==> src/rtl/dmem_bridge.sv <==
// dmem_bridge: turns single-cycle load/store strobes into req/ack transactions on a variable-latency memory
module dmem_bridge #(
    parameter int n       = 32,
    parameter int TIMEOUT = 16
) (
    input  logic         clk,
    input  logic         reset,
    input  logic         memread,
    input  logic         memwrite,
    input  logic [n-1:0] addr,
    input  logic [n-1:0] writedata,
    output logic [n-1:0] readdata,
    output logic         stall,
    output logic [1:0]   fault,
    output logic         mem_req,
    output logic         mem_we,
    output logic [n-1:0] mem_addr,
    output logic [n-1:0] mem_wdata,
    input  logic         mem_ack,
    input  logic [n-1:0] mem_rdata
);
    localparam int CW = $clog2(TIMEOUT + 1);

    typedef enum logic [1:0] {IDLE, BUSY, DONE} state_t;

    state_t        state;
    logic [CW-1:0] cnt;
    logic [CW-1:0] cnt_nx;
    logic [n-1:0]  rdata_q;
    logic          access;
    logic          aligned;

    assign access  = memread | memwrite;
    assign aligned = addr[1:0] == 2'b00;
    assign cnt_nx  = cnt + CW'(1);

    // Freeze the datapath from the cycle an aligned access appears until the memory answers
    assign stall    = (state == IDLE && access && aligned) || state == BUSY;
    // A misaligned access completes immediately with zero data
    assign readdata = (state == IDLE && access && !aligned) ? '0 : rdata_q;

    // Transaction FSM with registered memory-side outputs and sticky fault flags
    always_ff @(posedge clk or negedge reset) begin
        if (!reset) begin
            state     <= IDLE;
            cnt       <= '0;
            rdata_q   <= '0;
            fault     <= 2'b00;
            mem_req   <= 1'b0;
            mem_we    <= 1'b0;
            mem_addr  <= '0;
            mem_wdata <= '0;
        end else begin
            case (state)
                IDLE: begin
                    if (access && aligned) begin
                        state     <= BUSY;
                        cnt       <= '0;
                        mem_req   <= 1'b1;
                        mem_we    <= memwrite;
                        mem_addr  <= {addr[n-1:2], 2'b00};
                        mem_wdata <= writedata;
                    end else if (access) begin
                        fault[0] <= 1'b1;
                    end
                end
                BUSY: begin
                    cnt <= cnt_nx;
                    if (mem_ack) begin
                        if (!mem_we)
                            rdata_q <= mem_rdata;
                        mem_req <= 1'b0;
                        state   <= DONE;
                    end else if (cnt_nx == CW'(TIMEOUT)) begin
                        rdata_q  <= '0;
                        fault[1] <= 1'b1;
                        mem_req  <= 1'b0;
                        state    <= DONE;
                    end
                end
                DONE:    state <= IDLE;
                default: state <= IDLE;
            endcase
        end
    end
endmodule

==> config.mk <==
export PLATFORM = sky130hd
export DESIGN_NAME = dmem_bridge
export DESIGN_NICKNAME = d
export VERILOG_FILES = /design/src/rtl/dmem_bridge.sv
export SDC_FILE = /design/constraint.sdc
export NUM_CORES = 1
export LEC_CHECK = 0
export ABC_AREA = 1
export CAP_MARGIN = 0
export CORE_UTILIZATION = 54
export CTS_BUF_LIST = sky130_fd_sc_hd__clkbuf_8
export DETAILED_ROUTE_END_ITERATION = 8
export DONT_BUFFER_PORTS = 1
export MAX_ROUTING_LAYER = met4
export PLACE_DENSITY = 0.69
export SYNTH_ARGS = -nofsm -noshare
export SYNTH_HDL_FRONTEND = slang
export SYNTH_SLANG_ARGS = --single-unit
==> constraint.sdc <==
create_clock -name clk -period 2.8 [get_ports clk]
set_input_delay 0.28 -clock clk [delete_from_list [all_inputs] [get_ports clk]]
set_output_delay 0.28 -clock clk [all_outputs]
set_load 0.01 [all_outputs]
Word-level counts from Yosys, hierarchy flattened
Index checks and enable logic that the tools add are counted.
{"block": "totals", "out_inout_bits": 101, "wordCells": 49, "regBits": 105, "input_bits": 101}
{"block": "classes", "n_mux": 14, "eq_ne": 5, "n_reduce_logical": 17, "bitwise": 3, "add_sub_neg": 1}
{"op": "$mux 32", "count": 4}
{"op": "$reduce_and 3->1", "count": 4}
{"op": "$pmux 5 s2", "count": 1}
{"op": "$mux 2", "count": 3}
{"op": "$reduce_and 2->1", "count": 3}
{"op": "$add 5x1->5 const B", "count": 1}
{"op": "$eq 5x5->1 const B", "count": 1}
{"op": "$mux 5", "count": 1}
{"op": "$logic_and 1x1->1", "count": 4}
{"op": "$logic_not 2->1", "count": 2}
{"op": "$pmux 2 s2", "count": 1}
{"op": "$reduce_bool 2->1", "count": 2}
{"op": "$mux 1", "count": 3}
{"op": "$ne 3x2->1 const B", "count": 1}
{"op": "$eq 2x1->1 const B", "count": 1}
{"op": "$ne 2x1->1 const B", "count": 1}
{"op": "$ne 2x2->1 const B", "count": 1}
{"op": "$not 1->1", "count": 2}
{"op": "$pmux 1 s2", "count": 1}
{"op": "$logic_not 1->1", "count": 1}
{"op": "$logic_or 1x1->1", "count": 1}
{"op": "$or 1x1->1", "count": 1}

Longest topological paths before layout
{"block": "logic_depth", "ltp_word": 5, "depth_mapped": 9, "depth_no_buf": 8}

Worst setup path after synthesis
No wires, ideal clock.
{"block": "synth_path", "path_kind": "register -> register", "start": "register cnt[0]", "end": "register rdata_q[18]", "t_required_ns": 2.682, "setup_ns": 0.118, "path_buffers": 1, "setup_slack_ns": 1.339, "arrival_time_ns": 1.343, "synth_period_minus_slack_ns": 1.461, "stages_incl_launch_ff": 9, "cell_sequence": "dfrtp_1 > ha_1 > nand2_1 > nand3_1 > nor2_1 > nand3_2 > buf_6 > nand3_1 > nand2_1"}
{"block": "synth_via", "elab_chain_len": 4}
{"item": "start, declared", "line_no": "27", "source": "logic [CW-1:0] cnt;"}
{"item": "start signal, assigned", "line_no": "68", "source": "cnt <= cnt_nx;"}
{"item": "$add 5x1->5", "line_no": "35", "source": "assign cnt_nx = cnt + CW'(1);"}
{"item": "$eq 5x5->1", "line_no": "74", "source": "end else if (cnt_nx == CW'(TIMEOUT)) begin"}
{"item": "$reduce_bool 2->1 (no source line)"}
{"item": "$reduce_and 3->1 (no source line)"}
{"item": "end signal, assigned", "line_no": "71", "source": "rdata_q <= mem_rdata;"}
{"item": "end, declared", "line_no": "29", "source": "logic [n-1:0] rdata_q;"}
Every way passes these cells.
A chain may end at the register's enable or synchronous reset.

Worst setup path after layout
{"block": "layout_path", "start": "register cnt[0]", "end": "register rdata_q[9]"}
Same word-level chain as after synthesis.

==> results.py <==
metrics = {
    "yosys": {
        "synth_area_per_cell_sq_um": 11.1,
        "yosysSeqAreaShare_pct": 57.2,
        "synth_flop_cell": "dfrtp_1",
        "synth_warnings": 0,
        "synth_edf_count": 0,
        "postSynthCellCount": 416,
        "synthArstFlopShare_pct": 100,
        "ys_seq_elements": 105,
        "synthesis.area_sq_mm": 0.00460,
        "yosys.cell_types.count": 24,
    },
    "layout": {
        "drive_gt1_share_pct": 23.1,
        "multi_input_area_sq_mm": 0.00164,
        "syn2layout_area_growth_pct": 5.69,
        "regArea_sq_mm": 0.00263,
        "final_nets": 509,
        "diodes": 0,
        "num-fill-cells": 716,
    },
    "place": {
        "place.port_buffers": 0,
        "hpwl_mm": 6.22,
        "gp_congestion": 0.732,
    },
    "setup_path": {
        "end_kind": "flip-flop",
        "path_max_fanout": 33,
        "slowest_stage": "nand3_2",
        "cp.arrival_ns": 2.35,
        "start_kind": "flip-flop",
        "crit_path_cell_trace": "ha_1, inv_1, nand2_1, nand3_1, nor2_1, nand3_2, nand3_1, nand2_1",
        "critPathMaxStageDelay_ns": 0.57,
        "worstSetupPathType": "flip-flop to flip-flop",
        "required_ns": 3.04,
    },
    "clock_network": {
        "cts_tree": "done",
        "insertion_delay_ns": 0.36,
        "clock_path_buffers": 2,
        "clock_sinks": 105,
        "cts_made_buffers": 9,
        "post_cts_resized": 0,
        "htreeDepth": 3,
        "cts.clk_slew.worst_paths_ns": 0.12,
        "cts.root.buffer_cell": "clkbuf_8",
    },
    "power_and_ir_drop": {
        "p_per_area_mw_per_mm2": 1000,
        "power_uw": 4870,
        "ir_worst_vdd_uv": 415,
        "p_leak_uw": 0.00251,
    },
    "global_routing": {
        "grt_pass1_wl_mm": 14.2,
        "grt_pass1_vias": 2819,
        "grt_antenna_before_repair": 0,
        "grt_start_max_net_pins": 106,
        "grt_usage_pct": 21.5,
        "grt_overflow": 0,
    },
    "route": {
        "route.detailed.drc": 0,
        "postRouteAntennaNets": 0,
        "drtIter0Drc": 168,
        "vias_per_cell": 5.76,
        "first_pass_iters": 4,
        "wl_mm": 9.45,
        "routedWlPerCell_microns": 18.3,
        "via_count": 2974,
    },
    "die": {
        "dieWidth_microns": 94.3,
        "fp.coreArea_sq_mm": 0.00822,
        "ios": 202,
        "initial_utilization_pct": 55.9,
        "fp.dieH_microns": 94.3,
        "die_area_sq_mm": 0.00889,
        "row_count": 33,
    },
    "sta": {
        "finalSetupTns_ns": 0,
        "relSlewSlack_pct": 51.2,
        "tightest_slew_ns": 0.731,
        "setup_viol": 0,
        "fmax_mhz": 473,
        "finalCritPeriodShare_pct": 75.5,
        "finalCriticalPeriod_ns": 2.11,
        "fin_worst_skew_ns": 0.0206,
        "hold_viol": 0,
        "maxSlewViolCount": 0,
        "rsz0062_at_grt": "no",
    },
    "outcome": {
        "outcome": "complete, no violations",
    },
    "job": {
        "cap_violations": 0,
    },
    "hold_path": {
        "hold_class": "input pin to flip-flop",
    },
}
## state kept, by name, indices dropped and copies added (netlist names)
signal     cells
mem_addr      30
cnt            5
fault          2
mem_req        1
mem_we         1
mem_wdata     32
rdata_q       32
state          2
## cells by family after synthesis
family	count (synthesis)	share of synthesized area [%]
AOI/OAI and AO/OA	7	0.789
adders and majority gates	2	0.544
buffers and inverters	72	7.35
DFF	105	57.2
muxes	62	16.3
other	1	0.0816
and+or+nand+nor	167	17.7
## layer usage
metal | part of all wire [%] | vias to the layer above | GRT usage [%]
met5 | 0 | - | -
met4 | 1.1 | 0 | 7.44
met3 | 8.1 | 8 | 5.99
met2 | 50 | 141 | 32.9
met1 | 41 | 1474 | 27.7
li1 | - | 1351 | -
## stage by stage
stage | setup WS (ns) | hold slack (ns) | util (%) | instance area (sq um) | instances
floorplan | 1.34 | -0.0156 | - | 4600 | 417
global placement | 0.838 | -0.0132 | 56.1 | 4610 | 498
detailed placement | 0.708 | -0.0135 | 56.1 | 4610 | 498
CTS | 0.679 | 0.0345 | 59.1 | 4860 | 516
global route | 0.473 | 0.0219 | 59.1 | 4860 | 516
finish | 0.686 | 0.0561 | 59.1 | 4860 | 516
## path summary, 6_finish.rpt
| check | from | endpoint | slack (ns) | depth (start not counted) |
|---|---|---|---|---|
| worst max-delay path | cnt[0]$_DFFE_PN0P_ | rdata_q[9]$_DFFE_PN0P_ | 0.69 | 8 |
| worst min-delay path | addr[3] | mem_addr[3]$_DFFE_PN0P_ | 0.06 | 1 |
| worst max register to register | cnt[0]$_DFFE_PN0P_ | rdata_q[9]$_DFFE_PN0P_ | 0.69 | 8 |
| worst min register to register | rdata_q[2]$_DFFE_PN0P_ | rdata_q[2]$_DFFE_PN0P_ | 0.51 | 2 |
| max in group asynchronous | reset | state[0]$_DFFE_PN0P_ | 1.85 | 2 |
| min in group asynchronous | reset | rdata_q[5]$_DFFE_PN0P_ | 0.57 | 2 |
## placed cells by master, fill, tap and decap left out, drive strengths merged, types with 5 or more instances in the layout
cell	synthesis	routed
inv	42	45
buf	20	6
mux2	62	62
clkinv	1	5
nand3	39	39
clkbuf	9	9
nor2	7	7
dfrtp	105	105
nand2	83	83
nand4	35	35
## worst max-delay path, delay by kind of cell, from the launching register on
family                     cells  cell delay [ns]
and+or+nand+nor                6             1.22
DFF                            1             0.48
adders and majority gates      1             0.24
buffers and inverters          1             0.05
## Yosys cell counts, types with 2 or more instances
cell type,number,share of area [%]
buf_4,2,0.33
nor2_1,5,0.41
buf_2,12,1.3
clkbuf_1,9,0.73
nand3b_1,2,0.33
mux2_2,48,12
inv_2,2,0.16
buf_6,6,1.5
mux2_4,14,4.6
a21oi_1,4,0.44
inv_1,40,3.3
nand4_1,35,4.8
dfrtp_1,105,57
o21ai_0,2,0.22
ha_1,2,0.54
nor2_2,2,0.27
nand3_2,6,1.3
nand2_1,82,6.7
nand3_1,33,3.6
## area by class of cell
cell class                      instances  share of cell area (%)
Clock buffer                            9                    2.55
Inverter                               43                    3.32
Clock inverter                          7                    1.73
Multi-Input combinational cell        240                    33.8
Sequential cell                       105                    54.1
Tap cell                              105                    2.70
Timing Repair Buffer                    7                    1.80
## power by group
part           internal [uW]  switching, uW
sequential              2120            596
combinational            562            658
clock                    358            571
total                   3040           1830
## repair_timing
action,4_1_cts,5_1_grt
hold buffers,2,0
buffers inserted,0,0
endpoints found under the hold margin,105,0
Power figures use the tool's default switching activity.
